<file path="config.mk">
export PLATFORM = sky130hd
export DESIGN_NAME = uart_rx
export DESIGN_NICKNAME = d
export VERILOG_FILES = /design/src/rtl/uart_rx.sv
export SDC_FILE = /design/constraint.sdc
export NUM_CORES = 1
export LEC_CHECK = 0
export BUFFER_PORTS_ARGS = -buffer_cell sky130_fd_sc_hd__buf_2
export CORE_UTILIZATION = 55
export CTS_BUF_LIST = sky130_fd_sc_hd__clkbuf_4
export CTS_CLUSTER_DIAMETER = 150
export DETAILED_ROUTE_END_ITERATION = 10
export PLACE_DENSITY = 0.79
export SYNTH_ARGS = -nofsm -noshare
export SYNTH_HDL_FRONTEND = slang
export SYNTH_SLANG_ARGS = --single-unit
</file>
<file path="constraint.sdc">
create_clock -name clk -period 4.9 [get_ports clk]
set_input_delay 0.49 -clock clk [delete_from_list [all_inputs] [get_ports clk]]
set_output_delay 0.49 -clock clk [all_outputs]
set_load 0.02 [all_outputs]
</file>
<file path="src/rtl/uart_rx.sv">
// 8N1 UART receiver: two-flop input synchronizer, mid-bit sampling from a baud counter,
// one-cycle done / framing-error strobes, and the last good byte held on RX_DATA.
module uart_rx #(
    parameter int unsigned FREQ     = 100000000,
    parameter int unsigned BAUDRATE = 9600
) (
    input  logic       clk,
    input  logic       reset,
    input  logic       RX_Serial,
    output logic [7:0] RX_DATA,
    output logic       RX_DONE,
    output logic       RX_BUSY,
    output logic       RX_FERR
);

    localparam int unsigned DIV  = FREQ / BAUDRATE;
    localparam int unsigned HALF = DIV / 2;
    localparam int unsigned CW   = ($clog2(DIV) > 14) ? $clog2(DIV) : 14;

    typedef enum logic [2:0] {
        IDLE,
        START,
        DATA,
        STOP,
        WAIT_IDLE
    } state_t;

    state_t        state;
    logic          rx_meta;
    logic          rx_s;
    logic [CW-1:0] cnt;
    logic [2:0]    idx;
    logic [7:0]    shift;

    // Two-flop synchronizer; idle-high reset so reset release never looks like a start edge
    always_ff @(posedge clk or posedge reset) begin
        if (reset) begin
            rx_meta <= 1'b1;
            rx_s    <= 1'b1;
        end else begin
            rx_meta <= RX_Serial;
            rx_s    <= rx_meta;
        end
    end

    // Receive FSM; the counter is cleared on every state entry
    always_ff @(posedge clk or posedge reset) begin
        if (reset) begin
            state   <= IDLE;
            cnt     <= '0;
            idx     <= '0;
            shift   <= '0;
            RX_DATA <= 8'h00;
            RX_DONE <= 1'b0;
            RX_BUSY <= 1'b0;
            RX_FERR <= 1'b0;
        end else begin
            RX_DONE <= 1'b0;
            RX_FERR <= 1'b0;
            case (state)
                IDLE: begin
                    RX_BUSY <= 1'b0;
                    cnt     <= '0;
                    if (!rx_s) begin
                        state   <= START;
                        RX_BUSY <= 1'b1;
                    end
                end
                START: begin
                    if (cnt == CW'(HALF - 1)) begin
                        cnt <= '0;
                        idx <= '0;
                        // A line that is high again at mid start bit was a glitch
                        if (!rx_s) begin
                            state <= DATA;
                        end else begin
                            state   <= IDLE;
                            RX_BUSY <= 1'b0;
                        end
                    end else begin
                        cnt <= cnt + CW'(1);
                    end
                end
                DATA: begin
                    if (cnt == CW'(DIV - 1)) begin
                        cnt   <= '0;
                        shift <= {rx_s, shift[7:1]};
                        if (idx == 3'd7) begin
                            state <= STOP;
                        end else begin
                            idx <= idx + 3'd1;
                        end
                    end else begin
                        cnt <= cnt + CW'(1);
                    end
                end
                STOP: begin
                    // Leaving mid stop bit lets an immediately following start bit be caught
                    if (cnt == CW'(DIV - 1)) begin
                        cnt <= '0;
                        if (rx_s) begin
                            RX_DATA <= shift;
                            RX_DONE <= 1'b1;
                            RX_BUSY <= 1'b0;
                            state   <= IDLE;
                        end else begin
                            RX_FERR <= 1'b1;
                            state   <= WAIT_IDLE;
                        end
                    end else begin
                        cnt <= cnt + CW'(1);
                    end
                end
                WAIT_IDLE: begin
                    cnt <= '0;
                    if (rx_s) begin
                        state   <= IDLE;
                        RX_BUSY <= 1'b0;
                    end
                end
                default: begin
                    state   <= IDLE;
                    cnt     <= '0;
                    RX_BUSY <= 1'b0;
                end
            endcase
        end
    end

endmodule

</file>
Yosys cells after proc, flatten, opt, wreduce, memory -nomap -nowiden

Cells that the tools add are included.
W data, S select, Z words.

Reduce and logical (&&, ||, !) cells: 8
Eq/ne operators: 14
Order comparisons: 0
Add/sub/neg operators: 2
$mul: 0
Shift-type cells: 0
Multiplexer cells: 26
Bitwise gates (word level): 1
Div/mod/pow operators: 0

Operators by type and width:

| cell                    | count |
|---|---|
| $mux W3                 | 10 |
| $mux W14                | 2 |
| $pmux W14 S2            | 1 |
| $pmux W3 S5             | 1 |
| $add A14 B1 Y14 const B | 1 |
| $eq A14 B13 Y1 const B  | 1 |
| $eq A14 B14 Y1 const B  | 1 |
| $ne A2 B2 Y1 const B    | 7 |
| $mux W1                 | 9 |
| $eq A3 B2 Y1 const B    | 2 |
| $eq A3 B3 Y1 const B    | 2 |
| $pmux W3 S2             | 1 |
| $reduce_and A3 Y1       | 2 |
| $reduce_and A6 Y1       | 1 |
| $pmux W1 S5             | 1 |
| $reduce_and A4 Y1       | 1 |
| $add A3 B1 Y3 const B   | 1 |
| $eq A3 B1 Y1 const B    | 1 |
| $logic_not A3 Y1        | 1 |
| $mux W2                 | 1 |
| $reduce_and A2 Y1       | 1 |
| $reduce_bool A2 Y1      | 1 |
| $reduce_or A2 Y1        | 1 |
| $not A1 Y1              | 1 |

Memories kept: 0
RAM bits: 0
ROM bits: 0
Input port bits: 3
Bits in latches: 0
Register bits after elaboration: 41
Output and inout bits: 11
Logic and storage cells: 61

Longest topological paths before layout

Depth after elaboration: 4
Mapped depth: 6
Gate-level depth less buffers: 6

Worst setup path after synthesis

No wires, ideal clock.

Path kind: flip-flop to flip-flop
Start point: register cnt[4]
End point: register RX_DATA[0]
Cell stages (with the launch flop): 6
Arrival time: 2.054 ns
Library setup time: 0.125 ns
Required time: 4.775 ns
Period minus slack after synthesis: 2.178 ns
Buffers on the path: 1
Path slack: 2.722 ns
Cells stage by stage: dfrtp_1 or4b_4 nor4_4 and4_1 buf_6 mux2_2

Longest elaborated chain between the ends: 2

RTL lines:

| element                            | RTL line | RTL |
|---|---|---|
| start: declaration                 | 31       | `logic [CW-1:0] cnt;` |
| start signal: assignment           | 81       | `cnt <= cnt + CW'(1);` |
| start signal: assignment           | 94       | `cnt <= cnt + CW'(1);` |
| start signal: assignment           | 111      | `cnt <= cnt + CW'(1);` |
| $eq A14 B14 Y1                     | 99       | `if (cnt == CW'(DIV - 1)) begin` |
| $reduce_and A3 Y1 (no source line) | n/a      |  |
| end signal: assignment             | 102      | `RX_DATA <= shift;` |
| end: declaration                   | 10       | `output logic [7:0] RX_DATA,` |

Every way passes these cells.
A chain may end at the register's enable or synchronous reset.

Final worst setup path

Start point: register cnt[4]
End point: register RX_DATA[5]

The elaborated chain is that of the path after synthesis.

==> results_dict.tcl <==
set metrics [dict create \
    instances_no_fill 216 \
    wl_mm 3.30 \
    power_density_nw_per_um2 276 \
    finalPower_uw 570 \
    min_period_over_period 0.508 \
    root_buffer "clkbuf_4" \
    p_leak_nw 0.993 \
    post-route-min-period_ps 2490 \
    syn_avg_cell_area_um2 12.2 \
    clkPwrFrac 0.387 \
    status "finished clean" \
    end_kind "flip-flop" \
    tightest_slew_ps 629 \
    combPwrFrac 0.015 \
    final_design_area_no_fill_um2 2070 \
    tns_ps 0 \
    drt_iter0_drc 59 \
    grt_max_degree 42 \
    yosysSeqAreaShare 0.541 \
    cts_resized 0 \
    synth_cells 156 \
    start_util 0.598 \
    dieArea_um2 3700 \
    gp_congestion 0.938 \
    ant_nets 0 \
    die_x_um 60.8 \
    drv_cap 0 \
    switching_share 0.201 \
    grt_overflow 0 \
    vias 1283 \
    setup_viol 0 \
    finClkSkew_ps 14.5 \
    path_max_fanout 9 \
    use_met3 0.0490 \
    synth-seq-cells 41 \
    cts_buffer_depth 2 \
    fmax_mhz 402 \
    row_count 20 \
    ys_dominant_reg_cell "dfrtp_1" \
    layout-drive-gt1-share 0.302 \
    dieHeight_um 60.8 \
    cp_cell_sequence "or4b_4 > nor4_4 > and4_1 > mux2_2" \
    nNetsFinal 177 \
    cts_tree "yes" \
    dr.pass1.iters 4 \
    met2_usage 0.352 \
    placed_area_um2 1990 \
    p_int_uw 456 \
    critPathMaxStageDelay_ps 570 \
    grt_pass1_wl_mm 5.59 \
    dp_hpwl_mm 2.32 \
    slew_viol_final 0 \
    wl_per_cell_um 15.3 \
    syn_area_um2 1900 \
    yosys_warnings 0 \
    synth_fp_nets 162 \
    cts_made_buffers 5 \
    ctsHtreeMaxLevel 2 \
    grt_pass1_vias 1261 \
    cp_slowest_cell "or4b_4" \
    crit_type "reg -> reg" \
    cp.arrival_ps 2720 \
    n_antenna_cell 0 \
    grtUsageMet1 0.265 \
    viasPerCell 5.94 \
    crit_path_start_kind "flip-flop" \
    min_path_type "in -> reg" \
    core_um2 3180 \
    top_usage_layer "met2" \
    numPlacedInstances 208 \
    vdd_drop_max_mv 0.263 \
    clk_latency_ps 350 \
    portBuffers 13 \
    antenna_found_initial 0 \
    synth.distinct_cells 48 \
    cts.sinks 41 \
    rsz0062_at_grt "false" \
    relSlewSlack 0.576 \
    clk_pin_slew_ps 110 \
    io_pins 14 \
    ctsHoldBuffers 0 \
    post-route-util 0.651 \
    async_reset_ff_frac 1.00 \
    postCtsSetupBuffers 0 \
    crit_required_ps 5130 \
    synth-edff-count 0 \
    p_switching_uw 115 \
    hold_viol 0 \
    drc 0 \
    p_seq_frac 0.597 \
    syn_to_final_growth_pct 8.82 \
    grt_util_all_layers 0.214 \
]
==> Yosys cell counts, types with 2 or more instances <==
library cell,count,area (µm²)
mux2_2,17,191
nand3_1,5,25.0
xor2_1,9,78.8
inv_1,3,11.3
and4_1,2,17.5
clkbuf_1,3,11.3
nor2b_1,2,12.5
dfstp_2,2,52.6
nand2_1,9,33.8
nand4_1,3,18.8
o21ai_0,2,10.0
ha_1,3,37.5
nor2_1,17,63.8
a21oi_1,5,25.0
a22o_1,2,17.5
dfrtp_1,39,976
nand3b_1,2,15.0
==> sequential cells by signal, summed over array words and instances, names as in the netlist <==
| signal | count |
|---|---|
| RX_BUSY | 1 |
| RX_DATA | 8 |
| RX_DONE | 1 |
| RX_FERR | 1 |
| cnt | 14 |
| idx | 3 |
| rx_meta | 1 |
| rx_s | 1 |
| shift | 8 |
| state | 3 |
==> worst paths after layout <==
kind / slack, ps / startpoint / depth (start not counted) / endpoint
min in group asynchronous: 240 / reset / 3 / state[2]
max reg2reg: 2410 / cnt[4] / 4 / RX_DATA[5]
max in group asynchronous: 4290 / reset / 3 / rx_s
min reg2reg: 370 / rx_meta / 0 / rx_s
max: 2410 / cnt[4] / 4 / RX_DATA[5]
min: 230 / RX_Serial / 1 / rx_meta
==> through the flow <==
step                      hold WS [ps]  setup slack, ps
after floorplan                    345             2720
after global placement             349             2500
after detailed placement           351             2420
after CTS                          220             2410
after global routing               199             2300
final                              233             2410
==> layer usage <==
layer,share of wire,vias to the layer above
li1,-,596
met1,0.44,639
met2,0.50,41
met3,0.038,7
met4,0.021,0
met5,0,-
==> final cells by class <==
| cell class | instances | area, µm² |
|---|---|---|
| inverters | 3 | 11.3 |
| clock buffers | 6 | 45.0 |
| multi-input cells | 106 | 818 |
| clock inverters | 2 | 38.8 |
| repair buffers | 14 | 72.6 |
| flip-flops and latches | 41 | 1030 |
| well taps | 44 | 55.1 |
| fillers | 265 | 1110 |
==> power groups by stage <==
stage               clock network, mW  registers [mW]  logic (mW)
finish                          0.221           0.341     0.00876
detailed placement                  0           0.347     0.00922
floorplan                           0           0.347     0.00590
global placement                    0           0.347     0.00864
global route                    0.242           0.341      0.0105
CTS                             0.227           0.341     0.00919
==> worst max-delay path, delay by kind of cell, from the launching register on <==
family / cells / cell delay, ps
flops: 1 / 440
mux: 1 / 390
simple gates: 3 / 1550
==> cells in the final DEF (no fill, tap or decap), types with 2 or more instances in the layout <==
cell type and n:
o21ai_0 2, dfrtp_1 39, buf_2 13, a22o_1 2
and4_1 2, dfstp_2 2, nand3_1 5, nor2b_1 2
inv_1 3, ha_1 3, a21oi_1 5, nand3b_1 2
nor2_1 17, mux2_2 17, xor2_1 9, nand4_1 3
nand2_1 9, clkbuf_4 6
==> cell families (layout without fill, tap and decap cells) <==
| group | Yosys count | in the layout | share of synthesized area |
|---|---|---|---|
| xor+xnor | 10 | 10 | 0.0461 |
| flops | 41 | 41 | 0.541 |
| simple gates | 56 | 56 | 0.182 |
| mux | 17 | 17 | 0.101 |
| compound gates | 20 | 20 | 0.0822 |
| fa+ha+maj | 3 | 3 | 0.0197 |
| buf+inv | 9 | 25 | 0.0289 |
Power figures use the tool's default switching activity.
